$ cat config.mk
export PLATFORM = sky130hd
export DESIGN_NAME = bram_arbiter_flat
export DESIGN_NICKNAME = d
export VERILOG_FILES = /design/src/rtl/bram_arbiter_if.sv /design/src/rtl/bram_arbiter.sv /design/src/flat_wrapper.sv
export SDC_FILE = /design/constraint.sdc
export NUM_CORES = 1
export LEC_CHECK = 0
export BUFFER_PORTS_ARGS = -buffer_cell sky130_fd_sc_hd__buf_4
export CAP_MARGIN = 25
export CORE_MARGIN = 2
export CORE_UTILIZATION = 46
export CTS_CLUSTER_SIZE = 16
export DETAILED_ROUTE_END_ITERATION = 16
export PLACE_DENSITY = 0.88
export SYNTH_ARGS = -nofsm -noshare
export SYNTH_HDL_FRONTEND = slang
export SYNTH_SLANG_ARGS = --single-unit
$ cat constraint.sdc
create_clock -name clk_i -period 3.03 [get_ports clk_i]
set_input_delay 0.909 -clock clk_i [delete_from_list [all_inputs] [get_ports clk_i]]
set_output_delay 0.909 -clock clk_i [all_outputs]
set_load 0.01 [all_outputs]
$ cat src/rtl/bram_arbiter_if.sv
// Request/response port of the BRAM arbiter: one requester's handshake,
// address/data fields and the arbiter's grant and read/error responses.
interface bram_arbiter_if;
  logic        req;
  logic        we;
  logic [14:0] adr;
  logic [3:0]  be;
  logic [31:0] wd;
  logic        gnt;
  logic        rvalid;
  logic [31:0] rd;
  logic        err;

  modport master (
    output req, we, adr, be, wd,
    input  gnt, rvalid, rd, err
  );

  modport slave (
    input  req, we, adr, be, wd,
    output gnt, rvalid, rd, err
  );
endinterface

$ cat src/rtl/bram_arbiter.sv
// Two-port arbiter in front of a single-port BRAM (registered read data,
// one-cycle latency). Round-robin with a burst limit: while both ports
// request, the current owner keeps the BRAM for up to MAX_BURST grants.
// Read responses are routed by a tag captured at grant time.
//
// Arbiter state (last_b_q, burst_q):
//   state               | meaning
//   burst_q == 0        | no active streak; contested cycle goes to the port
//                       | that was not granted last (A after reset)
//   0 < burst_q < MAX   | streak in progress; contested cycle stays with owner
//   burst_q == MAX      | streak exhausted; contested cycle switches port
module bram_arbiter #(
  parameter int DEPTH     = 24576,
  parameter int MAX_BURST = 8
) (
  input  logic          clk_i,
  input  logic          rst_ni,
  bram_arbiter_if.slave port_a,
  bram_arbiter_if.slave port_b,
  output logic [14:0]   adra_o,
  output logic [3:0]    bea_o,
  output logic          wea_o,
  output logic [31:0]   wda_o,
  input  logic [31:0]   rda_i
);

  localparam int            CW       = $clog2(MAX_BURST) + 1;
  localparam logic [CW-1:0] BurstMax = CW'(MAX_BURST);
  localparam logic [31:0]   DepthU   = 32'(DEPTH);

  logic          last_b_q, last_b_d;
  logic [CW-1:0] burst_q, burst_d;

  logic gnt_a, gnt_b;
  logic a_oor, b_oor, sel_oor;

  logic rd_pend_q, rd_pend_d;
  logic rd_tag_b_q, rd_tag_b_d;
  logic rd_oor_q, rd_oor_d;
  logic err_a_q, err_a_d;
  logic err_b_q, err_b_d;

  logic [31:0] a_rd_q, b_rd_q;
  logic [31:0] rdata;
  logic        a_rvalid, b_rvalid;

  assign a_oor = (32'(port_a.adr) >= DepthU);
  assign b_oor = (32'(port_b.adr) >= DepthU);

  // Arbiter state register: last-granted pointer and burst counter
  always_ff @(posedge clk_i or negedge rst_ni) begin
    if (!rst_ni) begin
      last_b_q <= 1'b1;
      burst_q  <= '0;
    end else begin
      last_b_q <= last_b_d;
      burst_q  <= burst_d;
    end
  end

  // Next arbiter state: count same-port streaks, restart on switch, clear on idle
  always_comb begin
    last_b_d = last_b_q;
    burst_d  = burst_q;
    if (gnt_a || gnt_b) begin
      if (gnt_b == last_b_q) begin
        if (burst_q != BurstMax) burst_d = burst_q + CW'(1);
      end else begin
        burst_d  = CW'(1);
        last_b_d = gnt_b;
      end
    end else begin
      burst_d = '0;
    end
  end

  // Grant decision and BRAM-side drive of the accepted access
  always_comb begin
    gnt_a   = 1'b0;
    gnt_b   = 1'b0;
    adra_o  = '0;
    bea_o   = '0;
    wea_o   = 1'b0;
    wda_o   = '0;
    sel_oor = 1'b0;
    if (rst_ni) begin
      if (port_a.req && port_b.req) begin
        if ((burst_q != '0) && (burst_q < BurstMax)) begin
          gnt_a = ~last_b_q;
          gnt_b = last_b_q;
        end else begin
          gnt_a = last_b_q;
          gnt_b = ~last_b_q;
        end
      end else begin
        gnt_a = port_a.req;
        gnt_b = port_b.req;
      end
    end
    if (gnt_a) begin
      adra_o  = port_a.adr;
      bea_o   = port_a.be;
      wda_o   = port_a.wd;
      wea_o   = port_a.we & ~a_oor;
      sel_oor = a_oor;
    end else if (gnt_b) begin
      adra_o  = port_b.adr;
      bea_o   = port_b.be;
      wda_o   = port_b.wd;
      wea_o   = port_b.we & ~b_oor;
      sel_oor = b_oor;
    end
  end

  assign rd_pend_d  = (gnt_a & ~port_a.we) | (gnt_b & ~port_b.we);
  assign rd_tag_b_d = gnt_b;
  assign rd_oor_d   = sel_oor;
  assign err_a_d    = gnt_a & a_oor;
  assign err_b_d    = gnt_b & b_oor;

  // Response pipeline: the port tag travels with the read so data never follows the current grant
  always_ff @(posedge clk_i or negedge rst_ni) begin
    if (!rst_ni) begin
      rd_pend_q  <= 1'b0;
      rd_tag_b_q <= 1'b0;
      rd_oor_q   <= 1'b0;
      err_a_q    <= 1'b0;
      err_b_q    <= 1'b0;
    end else begin
      rd_pend_q  <= rd_pend_d;
      rd_tag_b_q <= rd_tag_b_d;
      rd_oor_q   <= rd_oor_d;
      err_a_q    <= err_a_d;
      err_b_q    <= err_b_d;
    end
  end

  // Out-of-range reads return zero instead of whatever the BRAM produced
  assign rdata    = rd_oor_q ? 32'h0 : rda_i;
  assign a_rvalid = rd_pend_q & ~rd_tag_b_q;
  assign b_rvalid = rd_pend_q & rd_tag_b_q;

  // Read-data hold registers: rd keeps the last delivered word between responses
  always_ff @(posedge clk_i or negedge rst_ni) begin
    if (!rst_ni) begin
      a_rd_q <= '0;
      b_rd_q <= '0;
    end else begin
      if (a_rvalid) a_rd_q <= rdata;
      if (b_rvalid) b_rd_q <= rdata;
    end
  end

  assign port_a.gnt    = gnt_a;
  assign port_a.rvalid = a_rvalid;
  assign port_a.rd     = a_rvalid ? rdata : a_rd_q;
  assign port_a.err    = err_a_q;

  assign port_b.gnt    = gnt_b;
  assign port_b.rvalid = b_rvalid;
  assign port_b.rd     = b_rvalid ? rdata : b_rd_q;
  assign port_b.err    = err_b_q;

endmodule

$ cat src/flat_wrapper.sv
// flat-port wrapper written by rule: the top's interface ports become plain ports
module bram_arbiter_flat 
#(
  parameter int DEPTH     = 24576,
  parameter int MAX_BURST = 8
)
  (clk_i, rst_ni, adra_o, bea_o, wea_o, wda_o, rda_i, port_a_req, port_a_we, port_a_adr, port_a_be, port_a_wd, port_a_gnt, port_a_rvalid, port_a_rd, port_a_err, port_b_req, port_b_we, port_b_adr, port_b_be, port_b_wd, port_b_gnt, port_b_rvalid, port_b_rd, port_b_err);
  bram_arbiter_if port_a_i ();
  bram_arbiter_if port_b_i ();
  input  logic clk_i;
  input  logic rst_ni;
  output logic [14:0] adra_o;
  output logic [3:0] bea_o;
  output logic wea_o;
  output logic [31:0] wda_o;
  input  logic [31:0] rda_i;
  input wire logic [$bits(port_a_i.req)-1:0] port_a_req;
  input wire logic [$bits(port_a_i.we)-1:0] port_a_we;
  input wire logic [$bits(port_a_i.adr)-1:0] port_a_adr;
  input wire logic [$bits(port_a_i.be)-1:0] port_a_be;
  input wire logic [$bits(port_a_i.wd)-1:0] port_a_wd;
  output wire logic [$bits(port_a_i.gnt)-1:0] port_a_gnt;
  output wire logic [$bits(port_a_i.rvalid)-1:0] port_a_rvalid;
  output wire logic [$bits(port_a_i.rd)-1:0] port_a_rd;
  output wire logic [$bits(port_a_i.err)-1:0] port_a_err;
  input wire logic [$bits(port_b_i.req)-1:0] port_b_req;
  input wire logic [$bits(port_b_i.we)-1:0] port_b_we;
  input wire logic [$bits(port_b_i.adr)-1:0] port_b_adr;
  input wire logic [$bits(port_b_i.be)-1:0] port_b_be;
  input wire logic [$bits(port_b_i.wd)-1:0] port_b_wd;
  output wire logic [$bits(port_b_i.gnt)-1:0] port_b_gnt;
  output wire logic [$bits(port_b_i.rvalid)-1:0] port_b_rvalid;
  output wire logic [$bits(port_b_i.rd)-1:0] port_b_rd;
  output wire logic [$bits(port_b_i.err)-1:0] port_b_err;
  assign port_a_i.req = port_a_req;
  assign port_a_i.we = port_a_we;
  assign port_a_i.adr = port_a_adr;
  assign port_a_i.be = port_a_be;
  assign port_a_i.wd = port_a_wd;
  assign port_a_gnt = port_a_i.gnt;
  assign port_a_rvalid = port_a_i.rvalid;
  assign port_a_rd = port_a_i.rd;
  assign port_a_err = port_a_i.err;
  assign port_b_i.req = port_b_req;
  assign port_b_i.we = port_b_we;
  assign port_b_i.adr = port_b_adr;
  assign port_b_i.be = port_b_be;
  assign port_b_i.wd = port_b_wd;
  assign port_b_gnt = port_b_i.gnt;
  assign port_b_rvalid = port_b_i.rvalid;
  assign port_b_rd = port_b_i.rd;
  assign port_b_err = port_b_i.err;
  bram_arbiter #(.DEPTH(DEPTH), .MAX_BURST(MAX_BURST)) u_core (.clk_i(clk_i), .rst_ni(rst_ni), .port_a(port_a_i), .port_b(port_b_i), .adra_o(adra_o), .bea_o(bea_o), .wea_o(wea_o), .wda_o(wda_o), .rda_i(rda_i));
endmodule
Yosys cells after proc, flatten, opt, wreduce, memory -nomap -nowiden
Index checks and enable logic that the tools add are counted.
- register bits after elaboration: 74
- latch bits: 0
- bits in writable memories: 0
- bits in read-only memories: 0
- input bits: 140
- output and inout port bits: 122
- memories kept: 0
- add/subtract/negate cells: 1
- multiply operators: 0
- div/mod/pow operators: 0
- $lt $le $gt $ge: 3
- equality and inequality tests: 3
- shift-type cells: 0
- multiplexer cells: 22
- bitwise gates (word level): 16
- reduce and logical (&&, ||, !) cells: 5
- operators by type and width (kind ; number):
    $mux 32 ; 5
    $ge 15x15->1 const B ; 2
    $mux 15 ; 2
    $mux 4 ; 5
    $mux 1 ; 10
    $and 1x1->1 ; 8
    $not 1->1 ; 7
    $add 4x1->4 const B ; 1
    $lt 4x4->1 const B ; 1
    $ne 4x4->1 const B ; 1
    $reduce_bool 4->1 ; 1
    $ne 3x3->1 const B ; 1
    $logic_and 1x1->1 ; 2
    $reduce_and 2->1 ; 1
    $eq 1x1->1 ; 1
    $logic_or 1x1->1 ; 1
    $or 1x1->1 ; 1

Depth between registers and ports, before layout
Gate-level depths: netlist (run 1).
- depth after elaboration: 8
- mapped depth: 8

Least setup slack after synthesis (run 1)
No wires, ideal clock.
- path type: input port to output port
- start: input port_a_req
- end: output adra_o[0]
- arrival time: 1.922 ns
- required time: 2.121 ns
- slack: 0.199 ns
- stages on the path: 6
- cell sequence: buf_2 > nand2b_1 > nor3_4 > buf_6 > nor3_2 > o21a_1
- cells in the longest elaborated chain, start to end: 5
- elaborated cells on any way between the ends: 7
- those cells by class: mux (6); reduce/logical (1)
- ends and longest elaborated chain (element ; line ; source):
    start: declaration ; flat_wrapper.sv:17 ; input wire logic [$bits(port_a_i.req)-1:0] port_a_req;
    $logic_and 1x1->1 ; bram_arbiter.sv:87 ; if (port_a.req && port_b.req) begin
    $mux 1 ; bram_arbiter.sv:87 ;
    $mux 1 ; bram_arbiter.sv:86 ; if (rst_ni) begin
    $mux 15 ; bram_arbiter.sv:106 ; end else if (gnt_b) begin
    $mux 15 (*) ; bram_arbiter.sv:100 ; if (gnt_a) begin
    end: declaration ; flat_wrapper.sv:12 ; output logic [14:0] adra_o;
Mark *: on every way between the ends. The rest lies on a longest branch, timed or not.

Worst setup path in the final report (run 1)
- start: register u_core.burst_q[1]
- end: output wda_o[19]
- cells in the longest elaborated chain, start to end: 7
- elaborated cells on any way between the ends: 11
- those cells by class: order compare (1); mux (8); reduce/logical (2)
- ends and longest elaborated chain (element ; line ; source):
    start: declaration ; bram_arbiter.sv:32 ; logic [CW-1:0] burst_q, burst_d;
    start signal: assignment ; bram_arbiter.sv:57 ; burst_q <= burst_d;
    $lt 4x4->1 / $reduce_bool 4->1 (equally long branches) ; bram_arbiter.sv:88 ; if ((burst_q != '0) && (burst_q < BurstMax)) begin
    $logic_and 1x1->1 (*) ; bram_arbiter.sv:88 ;
    $mux 1 ; bram_arbiter.sv:88 ;
    $mux 1 ; bram_arbiter.sv:87 ;
    $mux 1 ; bram_arbiter.sv:86 ;
    $mux 32 ; bram_arbiter.sv:106 ;
    $mux 32 (*) ; bram_arbiter.sv:100 ;
    end: declaration ; flat_wrapper.sv:15 ; output logic [31:0] wda_o;
Marked as above.

==> metrics.md, run 1 <==
| Metric | Value |
|---|---|
| Outcome | finished, violations left |
| Failing checks | setup timing |
| First-pass GRT wire length | 26400 µm |
| Vias | 5464 |
| Detailed placement HPWL | about 12000 µm |
| GRT Util Overall | 29.0% |
| Initial Utilization | 47.3% |
| Cell area after layout | between 7000 and 8000 µm² |
| # IOs | around 260 |
| Clock Latency Late Sink | 0.34 ns |
| PnR worst setup slack | -0.120 ns |
| RR Startpoint | u_core.burst_q[1] |
| Setup crit start kind | flop |
| Sequential share of the synthesized area | a little under two fifths |
| Synth Register Bits | 74 |
| Fin. Hold Viols | 0 |
| CTS tree | done |
| Power Internal | about 0.0026 W |
| Post-route DRC | 0 |
| Worst-Margin Slew | 0.877 ns |
| DRT iter0 DRCs | 505 |
| Max-cap viol count | 0 |
| Util after Layout | between 70% and 80% |
| CTS Sinks | 74 |
| GR Overflow Total | 0 |
| Antenna violations before repair | 0 |
| FILL cells | 649 |
| Post-synthesis net count | 746 |
| DRT Pass-1 Iters | 5 |
| Yosys Warn Count | 0 |
| Nets@finish | 1002 |
| Critical Path End Type | primary output |
| CP Data Arrival Time | 2.24 ns |
| Final period util | 104% |
| Post-synth ARST share | 100% |
| Slew Limit Fails | 0 |
| LEAKAGE | a little under 4 nW |
| Mapped Cells | 604 |
| Net switching power | 0.00142 W |
| Worst IR Drop VDD | about 0.38 mV |
| Core area | 10300 µm² |
| Post-synth cell types | 40 |
| Vias per Instance | 5.46 |
| Final WL | 17300 µm |
| Clock root cell | clkbuf_8 |
| Hold bufs inserted after CTS | 0 |
| Tmin final | 3.15 ns |
| Longest Clk Path Bufs | 2 |
| Sw Ratio | 35.1% |
| Sequential Power Share | between 30% and 40% |
| TritonCTS Buffers | 9 |
| I/O Buffers | 261 |
| Worst R2R Path Depth | 9 |
| Count of final setup violators | 51 |
| Worst Clk Skew | 0.00228 ns |
| Worst Path Max Fanout | 17 |
| DP Area | between 6000 and 7000 µm² |
| Chip Width | 107 µm |
| Area growth syn-to-layout | 60.3% |
| Clock transition at the registers of the reported paths | 0.07 ns |
| EDFF count, synth | 0 |
| H-tree lvl count | 3 |
| Logic gate share of total power | 47.2% |
| WL per Instance | 17.3 µm |
| Post-Syn Area per Cell | 8.09 µm² |
| GPL Wtd Cong | ~0.90 |
| Die height | approximately 110 µm |
| Worst Path Required | 2.12 ns |
| Main synth FF type | dfrtp_1 |
| Largest net degree at the start of global routing | 58 |
| Antenna Nets Post-Route | 0 |
| Share of layout cells above drive strength 1 | 48.3% |
| Rows | 37 |
| Vias in the first global route | 5455 |
| RSZ-0062 raised after global routing | yes |
| Final antenna diode count | 0 |
| Hold Path Class | primary input to asynchronous set/reset pin |
| Area of the die | between 10000 and 15000 µm² |
| Synth Cell Area | between 4000 and 5000 µm² |
| Critical R2R Capture | u_core.rd_pend_q |
| Fmax achieved | 317 MHz |
| Worst reg-to-reg setup slack | 0.97 ns |
| Clk pwr share | 18.7% |
| PwrDens | 515 nW/µm² |
| Slew margin rel. | approximately two fifths |
| Critical path type | flop to primary output |
-- sequential cells by signal, indices dropped and copies added, names as in the netlist --
name	cells
u_core.a_rd_q	32
u_core.b_rd_q	32
u_core.burst_q	4
u_core.last_b_q	1
u_core.port_a.err	1
u_core.port_b.err	1
u_core.rd_oor_q	1
u_core.rd_pend_q	1
u_core.rd_tag_b_q	1
-- layout make-up --
class / count / area, µm² / area share (%)
clock inverters: 4 / 51.3 / 0.655
clock buffers: 12 / 145 / 1.85
inverters: 6 / 22.5 / 0.287
flip-flops and latches: 74 / 1850 / 23.7
multi-input cells: 463 / 2920 / 37.3
well taps: 136 / 170 / 2.17
repair buffers: 306 / 2670 / 34.1
-- what timing repair did --
item	in CTS	in global routing
setup buffers	11	1
endpoints found under the setup margin	54	57
gates resized for setup	47	28
pin swaps	11	5
gates cloned	7	0
-- logic make-up after synthesis --
logic type | Yosys count | share of synthesized area, %
compound gates | 128 | 16.5
xor+xnor | 2 | 0.359
fa+ha+maj | 2 | 0.512
buf+inv | 67 | 7.86
flops | 74 | 37.9
mux | 1 | 0.205
simple gates | 330 | 36.6
-- critical path, stage by stage (launching register included) --
cell     delay, ns
dfrtp_1       0.37
inv_1         0.05
ha_2          0.16
nor2b_4       0.15
buf_12        0.14
o211a_4       0.29
buf_12        0.18
nor3_2        0.21
o21a_1        0.22
buf_6         0.12
-- power by group through the flow --
stage / Clock, W / Sequential (W) / Combinational, W
CTS: 0.000777 / 0.00137 / 0.00188
detailed placement: 0 / 0.00139 / 0.00173
finish: 0.000753 / 0.00138 / 0.00191
floorplan: 0 / 0.00136 / 0.000857
global placement: 0 / 0.00138 / 0.00167
global route: 0.000822 / 0.00140 / 0.00206
-- cell usage after synthesis (3+ instances only) --
library cell | n | area (µm²)
buf_6 | 13 | 146
inv_1 | 5 | 18.8
nand2b_1 | 34 | 213
buf_2 | 4 | 20.0
nor3_1 | 56 | 280
buf_4 | 8 | 60.1
o211a_1 | 3 | 30.0
o21ai_0 | 15 | 75.1
nor3_2 | 49 | 490
o21ai_1 | 50 | 250
dfrtp_1 | 73 | 1830
o21a_1 | 53 | 398
clkbuf_1 | 36 | 135
nor2_1 | 5 | 18.8
nand2_1 | 172 | 646
-- per-stage QoR --
step                cells  hold slack, ns  TNS, ns  setup WS (ns)  total power, W
floorplan             604           0.534        0          0.199         0.00222
global placement      967           0.476        0         0.0829         0.00305
detailed placement    967           0.484        0         0.0217         0.00312
CTS                  1001           0.444    -1.53        -0.0567         0.00403
global route         1001           0.468    -8.13         -0.232         0.00428
finish               1001           0.461    -1.84         -0.120         0.00404
-- worst max path at each step --
stage                            startpoint   endpoint  slack (ns)  cells after the start
final                     u_core.burst_q[1]  wda_o[19]       -0.12                      9
after global routing      u_core.burst_q[0]  wda_o[19]       -0.23                      9
after CTS                 u_core.burst_q[1]  wda_o[20]       -0.06                      9
after detailed placement         port_a_req   bea_o[0]        0.02                      8
after global placement           port_b_req  wda_o[19]        0.08                      7
after floorplan                  port_a_req  adra_o[0]        0.20                      6
-- cell usage in the layout, fill, tap and decap left out, types with 2 or more instances in the layout --
| cell | n |
|---|---|
| o211a_4 | 2 |
| o21ai_0 | 15 |
| buf_6 | 22 |
| nor3_2 | 75 |
| buf_16 | 4 |
| nor2_1 | 5 |
| nor4b_2 | 2 |
| clkbuf_1 | 2 |
| dfrtp_1 | 73 |
| nor3_1 | 20 |
| bufbuf_16 | 2 |
| nand2_1 | 171 |
| nand3_1 | 2 |
| inv_1 | 5 |
| buf_4 | 265 |
| nand2b_1 | 33 |
| clkbuf_8 | 10 |
| nor3_4 | 11 |
| o21a_1 | 53 |
| o21ai_1 | 50 |
| buf_12 | 13 |
-- routing by layer --
metal	GRT usage [%]	part of all wire, %	wire (µm)	vias up
li1	-	-	-	2542
met1	34.4	39	6690	2571
met2	50.1	51	8830	306
met3	6.57	7.7	1330	45
met4	12.2	2.7	467	0
met5	0	0	0	-
(Power assumes the default switching activity.)
==> run 2, diff against run 1 <==
--- a/config.mk
+++ b/config.mk
@@ -7,11 +7,13 @@
 export LEC_CHECK = 0
 export BUFFER_PORTS_ARGS = -buffer_cell sky130_fd_sc_hd__buf_4
 export CAP_MARGIN = 25
+export CELL_PAD_IN_SITES_DETAIL_PLACEMENT = 1
+export CELL_PAD_IN_SITES_GLOBAL_PLACEMENT = 2
 export CORE_MARGIN = 2
-export CORE_UTILIZATION = 46
+export CORE_UTILIZATION = 24
 export CTS_CLUSTER_SIZE = 16
 export DETAILED_ROUTE_END_ITERATION = 16
-export PLACE_DENSITY = 0.88
+export PLACE_DENSITY = 0.87
 export SYNTH_ARGS = -nofsm -noshare
 export SYNTH_HDL_FRONTEND = slang
 export SYNTH_SLANG_ARGS = --single-unit
==> metrics.md, run 2 (same netlist as run 1, synthesis figures left out) <==
| Metric | Value |
|---|---|
| Area of the die | 21500 µm² (was 11500 µm²) |
| First-pass GRT wire length | 31500 µm (was 26400 µm) |
| GPL Wtd Cong | 0.777 (was 0.900) |
| Initial Utilization | 24.3% (was 47.3%) |
| Final antenna diode count | 0 (unchanged) |
| Final WL | 21000 µm (was 17300 µm) |
| Max-cap viol count | 0 (unchanged) |
| Antenna violations before repair | 0 (unchanged) |
| CTS Sinks | 74 (unchanged) |
| Detailed placement HPWL | 14100 µm (was 11600 µm) |
| Post-Place Setup Slack | 0.0229 ns (was 0.0217 ns) |
| Chip Width | 147 µm (was 107 µm) |
| Vias | 5410 (was 5464) |
| RSZ-0062 raised after global routing | yes (unchanged) |
| Cell area after layout | 8370 µm² (was 7830 µm²) |
| Biggest regs | u_core.a_rd_q x32, u_core.b_rd_q x32, u_core.burst_q x4 (unchanged) |
| Slew Limit Fails | 0 (unchanged) |
| Longest Clk Path Bufs | 2 (unchanged) |
| Worst path cell trace | inv_1 > ha_2 > nor2b_4 > buf_6 > nor3_4 > buf_12 > buf_12 > nor3_2 > o21a_1 > buf_4 (was inv_1 > ha_2 > nor2b_4 > buf_12 > o211a_4 > buf_12 > nor3_2 > o21a_1 > buf_6) |
| Share of layout cells above drive strength 1 | 47.7% (was 48.3%) |
| CP Data Arrival Time | 2.16 ns (was 2.24 ns) |
| Fin. Hold Viols | 0 (unchanged) |
| Slew margin rel. | 53.2% (was 41.6%) |
| Max incr delay on CP | 0.35 ns (was 0.37 ns) |
| # IOs | 262 (unchanged) |
| Post-route DRC | 0 (unchanged) |
| Final period util | 101% (was 104%) |
| Antenna Nets Post-Route | 0 (unchanged) |
| Clock Latency Late Sink | 0.33 ns (was 0.34 ns) |
| Count of final setup violators | 40 (was 51) |
| Setup crit start kind | flop (unchanged) |
| FILL cells | 2343 (was 649) |
| CTS tree | done (unchanged) |
| Vias in the first global route | 5783 (was 5455) |
| Area growth syn-to-layout | 71.3% (was 60.3%) |
| Worst Path Max Fanout | 14 (was 17) |
| Slowest-stage cell, CP | dfrtp_1 (unchanged) |
| Tmin final | 3.07 ns (was 3.15 ns) |
| DRT Pass-1 Iters | 4 (was 5) |
| Commonest non-fill, non-tap cells in the layout | buf_4 (262), nand2_1 (171), dfrtp_1 (73) (was buf_4 (265), nand2_1 (171), nor3_2 (75)) |
| Critical path type | flop to primary output (unchanged) |
| PnR worst setup slack | -0.0385 ns (was -0.120 ns) |
| Critical path's most frequent cell | buf_12 (unchanged) |
| Critical Path End Type | primary output (unchanged) |
| Core area | 20100 µm² (was 10300 µm²) |
| GR Overflow Total | 0 (unchanged) |
| Die height | 147 µm (was 107 µm) |
| DP Area | 7290 µm² (was 6990 µm²) |
| DRT iter0 DRCs | 113 (was 505) |
| H-tree lvl count | 3 (unchanged) |
| Hold Path Class | flop to flop (was primary input to asynchronous set/reset pin) |
| Fmax achieved | 326 MHz (was 317 MHz) |
| I/O Buffers | 261 (unchanged) |
| GRT Util Overall | 18.3% (was 29.0%) |
| Util after Layout | 41.6% (was 75.9%) |
| Commonest non-fill, non-tap cell in the layout | buf_4 (unchanged) |
| Hold bufs inserted after CTS | 0 (unchanged) |
| Rows | 52 (was 37) |
| LEAKAGE | 4.02 nW (was 3.98 nW) |
| Worst Clk Skew | 0.00885 ns (was 0.00228 ns) |
| Failing checks | setup timing (unchanged) |
| Outcome | finished, violations left (unchanged) |
| WL per Instance | 18.2 µm (was 17.3 µm) |
| Clock root cell | clkbuf_16 (was clkbuf_8) |
| Nets@finish | 1018 (was 1002) |
| Worst Path Required | 2.12 ns (about the same) |
| Worst IR Drop VDD | 0.245 mV (was 0.381 mV) |
| TritonCTS Buffers | 9 (unchanged) |
| Largest net degree at the start of global routing | 55 (was 58) |
| Worst-Margin Slew | 0.702 ns (was 0.877 ns) |
| Vias per Instance | 4.70 (was 5.46) |
| Clock transition at the registers of the reported paths | 0.06 ns (was 0.07 ns) |
| PwrDens | 548 nW/µm² (was 515 nW/µm²) |
run 2: worst max-delay path, delay by kind of cell (launching register included):
kind / cells / cell delay, ns
simple gates: 3 / 0.43
fa+ha+maj: 1 / 0.18
buf+inv: 5 / 0.68
flops: 1 / 0.35
compound gates: 1 / 0.18
run 2: repair_timing:
| item | 4_1_cts | 5_1_grt |
|---|---|---|
| endpoints found under the hold margin | 0 | 0 |
| endpoints found under the setup margin | 54 | 54 |
| gates resized for setup | 38 | 45 |
| buffers inserted | 14 | 1 |
| pin swaps | 36 | 28 |
| cloned | 3 | 8 |
run 2: worst paths after layout:
| check | start | end | slack [ns] | depth (start not counted) |
|---|---|---|---|---|
| setup reg to reg | u_core.burst_q[1] | u_core.rd_oor_q | 1.03 | 10 |
| hold reg to reg | u_core.a_rd_q[2] | u_core.a_rd_q[2] | 0.50 | 2 |
| max in group asynchronous | rst_ni | u_core.b_rd_q[7] | 1.37 | 3 |
| setup / recovery | u_core.burst_q[1] | wda_o[1] | -0.04 | 10 |
| min in group asynchronous | rst_ni | u_core.a_rd_q[8] | 0.82 | 2 |
| hold / removal | u_core.a_rd_q[2] | u_core.a_rd_q[2] | 0.50 | 2 |
run 2: metal layers:
layer / global-route usage (%) / wire length, µm / vias to the layer above
met4: 4.03 / 289 / 0
met3: 5.88 / 1630 / 18
met5: 0 / 0 / -
met1: 21.7 / 8690 / 2610
met2: 32.1 / 10400 / 196
li1: - / - / 2586
run 2: cell type report:
cell class                      instances  area, µm²  area share [%]
Tap cell                              270        338            4.04
Multi-Input combinational cell        463       2880            34.4
Clock inverter                          6        114            1.36
Sequential cell                        74       1850            22.1
Inverter                                6       22.5           0.269
Clock buffer                           10        229            2.74
Timing Repair Buffer                  322       2930            35.0
run 2: power by group:
group	internal [W]	total, W	switching (W)
logic	0.000980	0.00199	0.00101
registers	0.00128	0.00137	0.0000871
clock network	0.000808	0.00123	0.000421
total	0.00307	0.00459	0.00152
run 2: metrics by stage:
step	TNS (ns)	total power [W]	hold WS [ns]	cells
after CTS	-0.576	0.00455	0.502	1145
after global routing	-6.49	0.00488	0.529	1151
after global placement	0	0.00314	0.474	1112
final	-0.680	0.00459	0.497	1151
after floorplan	0	0.00222	0.534	604
after detailed placement	0	0.00319	0.489	1112
